## src/rtl/traffic_mon_pkg.sv

```systemverilog
// Shared encodings for the traffic light monitor: light codes, approach
// indices, tracker phases and fault cause codes.
package traffic_mon_pkg;

    localparam logic [2:0] LT_RED = 3'b100;
    localparam logic [2:0] LT_YEL = 3'b010;
    localparam logic [2:0] LT_GRN = 3'b001;

    localparam logic [1:0] DIR_S = 2'd0;
    localparam logic [1:0] DIR_E = 2'd1;
    localparam logic [1:0] DIR_N = 2'd2;
    localparam logic [1:0] DIR_W = 2'd3;

    typedef enum logic [1:0] {
        PH_RED    = 2'd0,
        PH_GREEN  = 2'd1,
        PH_YELLOW = 2'd2
    } phase_t;

    localparam logic [2:0] FLT_NONE        = 3'd0;
    localparam logic [2:0] FLT_BAD_CODE    = 3'd1;
    localparam logic [2:0] FLT_BAD_SEQ     = 3'd2;
    localparam logic [2:0] FLT_CONFLICT    = 3'd3;
    localparam logic [2:0] FLT_GREEN_TIME  = 3'd4;
    localparam logic [2:0] FLT_YELLOW_TIME = 3'd5;
    localparam logic [2:0] FLT_ORDER       = 3'd6;
    localparam logic [2:0] FLT_ALLRED      = 3'd7;

    function automatic logic [7:0] sat_inc8(input logic [7:0] v);
        return (v == 8'hFF) ? v : v + 8'd1;
    endfunction

endpackage

```

## src/rtl/traffic_phase_tracker.sv

```systemverilog
// Follows one approach's light through RED/GREEN/YELLOW and flags encoding,
// sequencing and dwell-time violations for the sample currently presented.
module traffic_phase_tracker
    import traffic_mon_pkg::*;
#(
    parameter int GREEN_MIN     = 4,
    parameter int GREEN_MAX     = 12,
    parameter int YELLOW_CYCLES = 2
) (
    input  logic       clk,
    input  logic       rst,
    input  logic [2:0] light,
    output phase_t     state,
    output logic [7:0] dwell,
    output logic       entered_green,
    output logic       bad_code,
    output logic       bad_seq,
    output logic       green_time_err,
    output logic       yellow_time_err
);

    phase_t     state_reg, state_next, sample_phase;
    logic [7:0] dwell_reg, dwell_next;
    logic       code_ok;

    always_comb begin
        sample_phase = state_reg;
        code_ok      = 1'b1;
        case (light)
            LT_RED:  sample_phase = PH_RED;
            LT_GRN:  sample_phase = PH_GREEN;
            LT_YEL:  sample_phase = PH_YELLOW;
            default: code_ok = 1'b0;
        endcase
    end

    // A malformed sample leaves the tracker untouched and raises only bad_code.
    always_comb begin
        state_next      = state_reg;
        dwell_next      = dwell_reg;
        bad_code        = ~code_ok;
        bad_seq         = 1'b0;
        entered_green   = 1'b0;
        green_time_err  = 1'b0;
        yellow_time_err = 1'b0;
        if (code_ok) begin
            if (sample_phase == state_reg) begin
                dwell_next = sat_inc8(dwell_reg);
            end else begin
                state_next = sample_phase;
                dwell_next = 8'd1;
            end
            bad_seq = (state_reg == PH_RED    && sample_phase == PH_YELLOW) ||
                      (state_reg == PH_GREEN  && sample_phase == PH_RED)    ||
                      (state_reg == PH_YELLOW && sample_phase == PH_GREEN);
            entered_green = (state_reg == PH_RED) && (sample_phase == PH_GREEN);
            green_time_err = (state_reg == PH_GREEN) &&
                ((sample_phase == PH_YELLOW && dwell_reg < 8'(GREEN_MIN)) ||
                 (sample_phase == PH_GREEN  && dwell_reg == 8'(GREEN_MAX)));
            yellow_time_err = (state_reg == PH_YELLOW) &&
                ((sample_phase == PH_RED    && dwell_reg != 8'(YELLOW_CYCLES)) ||
                 (sample_phase == PH_YELLOW && dwell_reg == 8'(YELLOW_CYCLES)));
        end
    end

    always_ff @(posedge clk or negedge rst) begin
        if (!rst) begin
            state_reg <= PH_RED;
            dwell_reg <= 8'd0;
        end else begin
            state_reg <= state_next;
            dwell_reg <= dwell_next;
        end
    end

    assign state = state_reg;
    assign dwell = dwell_reg;

endmodule

```

## src/rtl/traffic_light_monitor.sv

```systemverilog
// Passive checker for the four light buses: cross-approach checks, fault
// priority and latching, active approach reporting and rotation counting.
module traffic_light_monitor
    import traffic_mon_pkg::*;
#(
    parameter int GREEN_MIN     = 4,
    parameter int GREEN_MAX     = 12,
    parameter int YELLOW_CYCLES = 2,
    parameter int ALLRED_MAX    = 4
) (
    input  logic       clk,
    input  logic       rst,
    input  logic [2:0] light_S,
    input  logic [2:0] light_E,
    input  logic [2:0] light_N,
    input  logic [2:0] light_W,
    input  logic       clear,
    output logic       fault,
    output logic [2:0] fault_code,
    output logic [1:0] fault_dir,
    output logic [1:0] active_dir,
    output logic       active_valid,
    output logic [7:0] rotations
);

    logic [2:0] light_arr [4];
    phase_t     trk_state [4];
    logic [7:0] trk_dwell [4];
    logic [3:0] trk_unused;
    logic [3:0] entered_green, bad_code, bad_seq, green_time_err, yellow_time_err;
    logic [3:0] non_red, order_err;

    logic       fault_reg, fault_next, active_valid_reg, active_valid_next;
    logic [2:0] fault_code_reg, fault_code_next;
    logic [1:0] fault_dir_reg, fault_dir_next, active_dir_reg, active_dir_next;
    logic [1:0] prev_green_reg, prev_green_next;
    logic       prev_valid_reg, prev_valid_next;
    logic [7:0] rotations_reg, rotations_next, allred_cnt_reg, allred_cnt_next;

    logic       all_red, allred_hit, conflict, new_fault;
    logic [2:0] new_code;
    logic [1:0] new_dir, onehot_idx;
    logic [3:0] flt_vec [8];

    assign light_arr[DIR_S] = light_S;
    assign light_arr[DIR_E] = light_E;
    assign light_arr[DIR_N] = light_N;
    assign light_arr[DIR_W] = light_W;

    genvar gi;
    generate
        for (gi = 0; gi < 4; gi++) begin : g_trk
            traffic_phase_tracker #(
                .GREEN_MIN     (GREEN_MIN),
                .GREEN_MAX     (GREEN_MAX),
                .YELLOW_CYCLES (YELLOW_CYCLES)
            ) u_trk (
                .clk             (clk),
                .rst             (rst),
                .light           (light_arr[gi]),
                .state           (trk_state[gi]),
                .dwell           (trk_dwell[gi]),
                .entered_green   (entered_green[gi]),
                .bad_code        (bad_code[gi]),
                .bad_seq         (bad_seq[gi]),
                .green_time_err  (green_time_err[gi]),
                .yellow_time_err (yellow_time_err[gi])
            );
            assign trk_unused[gi] = ^{trk_state[gi], trk_dwell[gi]};
            assign non_red[gi]    = (light_arr[gi] != LT_RED);
            assign order_err[gi]  = entered_green[gi] && prev_valid_reg &&
                                    (2'(gi) != 2'(prev_green_reg + 2'd1));
        end
    endgenerate

    assign all_red    = ~|non_red;
    assign allred_hit = all_red && (allred_cnt_reg == 8'(ALLRED_MAX));
    assign conflict   = ($countones(non_red) > 1);

    // Scanning from highest code/direction down lets the lowest code, then the
    // lowest direction, overwrite last.
    always_comb begin
        flt_vec[0] = 4'b0000;
        flt_vec[1] = bad_code;
        flt_vec[2] = bad_seq;
        flt_vec[3] = conflict ? non_red : 4'b0000;
        flt_vec[4] = green_time_err;
        flt_vec[5] = yellow_time_err;
        flt_vec[6] = order_err;
        flt_vec[7] = {3'b000, allred_hit};
        new_fault  = 1'b0;
        new_code   = FLT_NONE;
        new_dir    = DIR_S;
        for (int c = 7; c >= 1; c--) begin
            for (int d = 3; d >= 0; d--) begin
                if (flt_vec[c][d]) begin
                    new_fault = 1'b1;
                    new_code  = 3'(c);
                    new_dir   = 2'(d);
                end
            end
        end
    end

    always_comb begin
        prev_green_next = prev_green_reg;
        prev_valid_next = prev_valid_reg;
        onehot_idx      = DIR_S;
        for (int d = 3; d >= 0; d--) begin
            if (entered_green[d]) begin
                prev_green_next = 2'(d);
                prev_valid_next = 1'b1;
            end
            if (non_red[d]) onehot_idx = 2'(d);
        end
        rotations_next = rotations_reg +
            ((entered_green[DIR_S] && prev_valid_reg && prev_green_reg == DIR_W) ? 8'd1 : 8'd0);
        allred_cnt_next   = all_red ? sat_inc8(allred_cnt_reg) : 8'd0;
        active_valid_next = $onehot(non_red);
        active_dir_next   = active_valid_next ? onehot_idx : active_dir_reg;

        fault_next      = fault_reg;
        fault_code_next = fault_code_reg;
        fault_dir_next  = fault_dir_reg;
        if (new_fault && (!fault_reg || clear)) begin
            fault_next      = 1'b1;
            fault_code_next = new_code;
            fault_dir_next  = new_dir;
        end else if (clear) begin
            fault_next      = 1'b0;
            fault_code_next = FLT_NONE;
            fault_dir_next  = DIR_S;
        end
    end

    always_ff @(posedge clk or negedge rst) begin
        if (!rst) begin
            fault_reg        <= 1'b0;
            fault_code_reg   <= FLT_NONE;
            fault_dir_reg    <= DIR_S;
            active_dir_reg   <= DIR_S;
            active_valid_reg <= 1'b0;
            rotations_reg    <= 8'd0;
            prev_green_reg   <= DIR_S;
            prev_valid_reg   <= 1'b0;
            allred_cnt_reg   <= 8'd0;
        end else begin
            fault_reg        <= fault_next;
            fault_code_reg   <= fault_code_next;
            fault_dir_reg    <= fault_dir_next;
            active_dir_reg   <= active_dir_next;
            active_valid_reg <= active_valid_next;
            rotations_reg    <= rotations_next;
            prev_green_reg   <= prev_green_next;
            prev_valid_reg   <= prev_valid_next;
            allred_cnt_reg   <= allred_cnt_next;
        end
    end

    assign fault        = fault_reg;
    assign fault_code   = fault_code_reg;
    assign fault_dir    = fault_dir_reg;
    assign active_dir   = active_dir_reg;
    assign active_valid = active_valid_reg;
    assign rotations    = rotations_reg;

endmodule

```

## config.mk

```make
export PLATFORM = sky130hd
export DESIGN_NAME = traffic_light_monitor
export DESIGN_NICKNAME = d
export VERILOG_FILES = /design/src/rtl/traffic_mon_pkg.sv /design/src/rtl/traffic_phase_tracker.sv /design/src/rtl/traffic_light_monitor.sv
export SDC_FILE = /design/constraint.sdc
export NUM_CORES = 1
export LEC_CHECK = 0
export ABC_AREA = 1
export CORE_ASPECT_RATIO = 1.75
export CORE_MARGIN = 2
export CORE_UTILIZATION = 40
export DETAILED_ROUTE_END_ITERATION = 10
export GPL_ROUTABILITY_DRIVEN = 0
export GPL_TIMING_DRIVEN = 0
export SLEW_MARGIN = 20
export SYNTH_ARGS = -nofsm -noshare
export SYNTH_HDL_FRONTEND = slang
export SYNTH_SLANG_ARGS = --single-unit
```

## constraint.sdc

```tcl
create_clock -name clk -period 2.3 [get_ports clk]
set_input_delay 0.46 -clock clk [delete_from_list [all_inputs] [get_ports clk]]
set_output_delay 0.46 -clock clk [all_outputs]
set_load 0.03 [all_outputs]
```

==> metrics.cfg <==
[worst_setup_path]
worstSetupPathType = in -> reg
timing.critical_path.arrival_ns = 2.67
cp_max_fo = 4
setup.worst_path.end_class = flip-flop
setup.worst_path.start_class = primary input
required_ns = 2.53

[finish]
drive_gt1_frac = 0.201
final_cell_area_mm2 = 0.00571
diodes = 0
layout.core_utilization = 0.520
largest_register_ff_count = 32
final_nets = 716
area_growth_pct = 27.9

[global_route]
grt_start_max_net_pins = 53
initial_antenna_violation_count = 0
first_global_vias = 4238
global_route.overflow_total = 0
global_route_wire_length_before_repair_um = 18400
global_route.usage.total = 0.186

[floorplan]
placement_rows = 51
placeableCoreArea_mm2 = 0.0110
die_w_um = 83.8
floorplan.io_pins = 32
die_y_um = 144
start_util = 0.406
floorplan.die_area_mm2 = 0.0120

[sta]
grt_setup_unrepaired = true
relSlewSlack = 0.763
period_share = 1.06
finalWorstPathRequiredPeriod_ns = 2.44
worst_slew_pin_slew_ns = 0.353
layout_setup_ws_ns = -0.138
timing.fmax_mhz = 410
hold_violation_total_from_the_final_report = 0
hold_slack_ns = 0.471
clock-skew-final_ns = 0.00700
finalSetupViolations = 5
slew_violations = 0

[cts]
cts_max_level = 3
cts_tree = built
clkTransAtPathRegs_ns = 0.06
cts_buffers = 9
clockBufferDepth = 2
cts-root-buf = sky130_fd_sc_hd__clkbuf_16
clock_sink_count = 68
clock_insertion_delay_worst_skew_ns = 0.34

[worst_hold_path]
worstHoldPathType = in -> reg

[drt]
via_total_after_detailed_routing = 4146
drtIter0Drc = 140
detail-route-antenna-nets = 0
firstDrtPassIters = 5
vias_per_cell = 5.07
detail_route.wl_per_cell_um = 13.1
remaining_design_rule_violation_count = 0
drt-total-wl_um = 10700

[placement]
numPortBuffers = 31
preCtsSetupSlack_ns = -1.20
area_post_placement_mm2 = 0.00502
dp_hpwl_um = 7930

[synthesis]
top_post_synthesis_cells_by_area = sky130_fd_sc_hd__dfrtp_1 38%, sky130_fd_sc_hd__nand2_1 11%, sky130_fd_sc_hd__inv_1 9.0%
synth_enable_flop_cells = 0
synthDistinctLibCells = 41
synth_top_cell_by_area = sky130_fd_sc_hd__dfrtp_1
synth_top_cell_area_share = 0.382
yosys_most_used_dff = sky130_fd_sc_hd__dfrtp_1
netlist_area_mm2 = 0.00446
postSynthNetCount = 650
synth-seq-cells = 68
portion_of_the_post_synthesis_area_used_by_sequential_elements = 0.382
postSynthCellCount = 614
yosys_warnings = 0
mean_syn_cell_area_um2 = 7.26
async_flop_share = 1.00

[power_and_ir_drop]
clock_power_frac = 0.393
cell_internal_pwr_uw = 2590
switching_power_uw = 1260
p_per_area_mw_per_mm2 = 674
combinationalPowerShare = 0.244
switching_share = 0.327
power.leakage_uw = 0.00283
power.ir.vdd_worst_mv = 0.515
power_frac_seq = 0.363

[outcome]
outcome = finished, violations left
violated_checks = setup timing

[run]
maxCapViolations = 0

==> path summary, 6_finish.rpt <==
check                                                     from                                  end  slack (ns)  cells past startpoint
hold reg to reg                         rotations[7]$_DFF_PN0_               rotations[7]$_DFF_PN0_        0.48                      1
setup / recovery                                    light_E[0]            fault_code[0]$_DFFE_PN0P_       -0.14                     16
min in group asynchronous                                  rst        allred_cnt_reg[2]$_DFFE_PN0P_        0.54                      2
setup reg to reg           g_trk[1].u_trk.dwell[5]$_DFFE_PN0P_            fault_code[0]$_DFFE_PN0P_       -0.02                     12
max in group asynchronous                                  rst  g_trk[1].u_trk.dwell[0]$_DFFE_PN0P_        1.22                      3
hold / removal                                      light_S[0]  g_trk[0].u_trk.state[1]$_DFFE_PN0P_        0.47                      4
==> synthesized netlist by cell type (7+ instances only) <==
library cell,number
sky130_fd_sc_hd__nand3_2,7
sky130_fd_sc_hd__nand2_2,7
sky130_fd_sc_hd__a21oi_1,24
sky130_fd_sc_hd__inv_2,14
sky130_fd_sc_hd__nand4_1,15
sky130_fd_sc_hd__o21ai_1,7
sky130_fd_sc_hd__inv_1,107
sky130_fd_sc_hd__o21ai_0,41
sky130_fd_sc_hd__nand3_1,40
sky130_fd_sc_hd__ha_1,20
sky130_fd_sc_hd__nand2_1,130
sky130_fd_sc_hd__nor2_1,57
sky130_fd_sc_hd__dfrtp_1,68
sky130_fd_sc_hd__nor3_1,26
==> critical path: stages <==
cell                      delay [ns]
sky130_fd_sc_hd__buf_6          0.12
sky130_fd_sc_hd__inv_16         0.05
sky130_fd_sc_hd__nand3_4        0.09
sky130_fd_sc_hd__fa_1           0.48
sky130_fd_sc_hd__ha_2           0.21
sky130_fd_sc_hd__inv_2          0.07
sky130_fd_sc_hd__ha_4           0.17
sky130_fd_sc_hd__nor2_4         0.05
sky130_fd_sc_hd__nor2_4         0.11
sky130_fd_sc_hd__nand2_2        0.06
sky130_fd_sc_hd__nor2_2         0.09
sky130_fd_sc_hd__nand2_1        0.07
sky130_fd_sc_hd__or2_1          0.23
sky130_fd_sc_hd__nand2_2        0.12
sky130_fd_sc_hd__inv_2          0.06
sky130_fd_sc_hd__a22o_1         0.21
==> layout make-up <==
cell class	count	area, µm²
repair buffers	55	489
well taps	132	165
clock buffers	9	225
inverters	122	487
multi-input cells	424	2540
flip-flops and latches	68	1700
clock inverters	7	100
fillers	1039	5270
==> what timing repair did <==
action / CTS / global route
endpoints found under the setup margin: 36 / 25
hold buffers: 1 / 0
setup buffers: 14 / 8
resized for setup: 68 / 40
pin swaps: 16 / 25
endpoints found under the hold margin: 14 / 0
==> through the flow <==
step                setup TNS [ns]  power [µW]  cells
CTS                         -0.603        3840    809
detailed placement          -27.89        2280    778
finish                      -0.555        3840    817
global placement           -142.34        2240    777
global route                 -1.85        4070    817
floorplan                    -1.00        2000    614
==> power groups by stage <==
stage	combinational, µW	sequential [µW]	clock (µW)
after floorplan	566	1430	0
after global routing	1070	1410	1600
after global placement	834	1410	0
after CTS	901	1390	1550
after detailed placement	864	1410	0
final	937	1390	1510
==> cells in the final DEF (no fill, tap or decap), drive strengths merged, types with 2 or more instances in the layout <==
cell | Yosys | routed
nor3b | 4 | 4
nand3 | 50 | 50
nand4 | 15 | 15
o31ai | 2 | 2
nand2 | 137 | 137
xnor2 | 4 | 4
clkdlybuf4s50 | 0 | 18
or2 | 3 | 3
a31oi | 5 | 5
nand3b | 2 | 2
clkinvlp | 0 | 3
nor2 | 63 | 63
a21oi | 25 | 25
and3 | 2 | 2
inv | 121 | 123
xor2 | 4 | 4
dfrtp | 68 | 68
nor3 | 26 | 26
ha | 20 | 20
bufinv | 0 | 2
o21ai | 49 | 49
o21bai | 2 | 2
buf | 0 | 33
clkbuf | 0 | 12
a22o | 2 | 2
==> layer usage <==
metal	global-route usage	vias to the layer above	wire, µm
met1	0.194	1975	4000
met3	0.0293	17	263
met5	0	-	0
met4	0.0747	0	255
li1	-	2108	-
met2	0.367	46	6170
==> cell families after synthesis <==
family / count (synthesis) / synth area share
AND/OR/NAND/NOR: 303 / 0.318
flip-flops: 68 / 0.382
buffers and inverters: 122 / 0.103
AO/OA/AOI/OAI: 92 / 0.121
XOR/XNOR: 8 / 0.0157
adder cells (fa/ha/maj): 21 / 0.0606
Power figures use the tool's default switching activity.
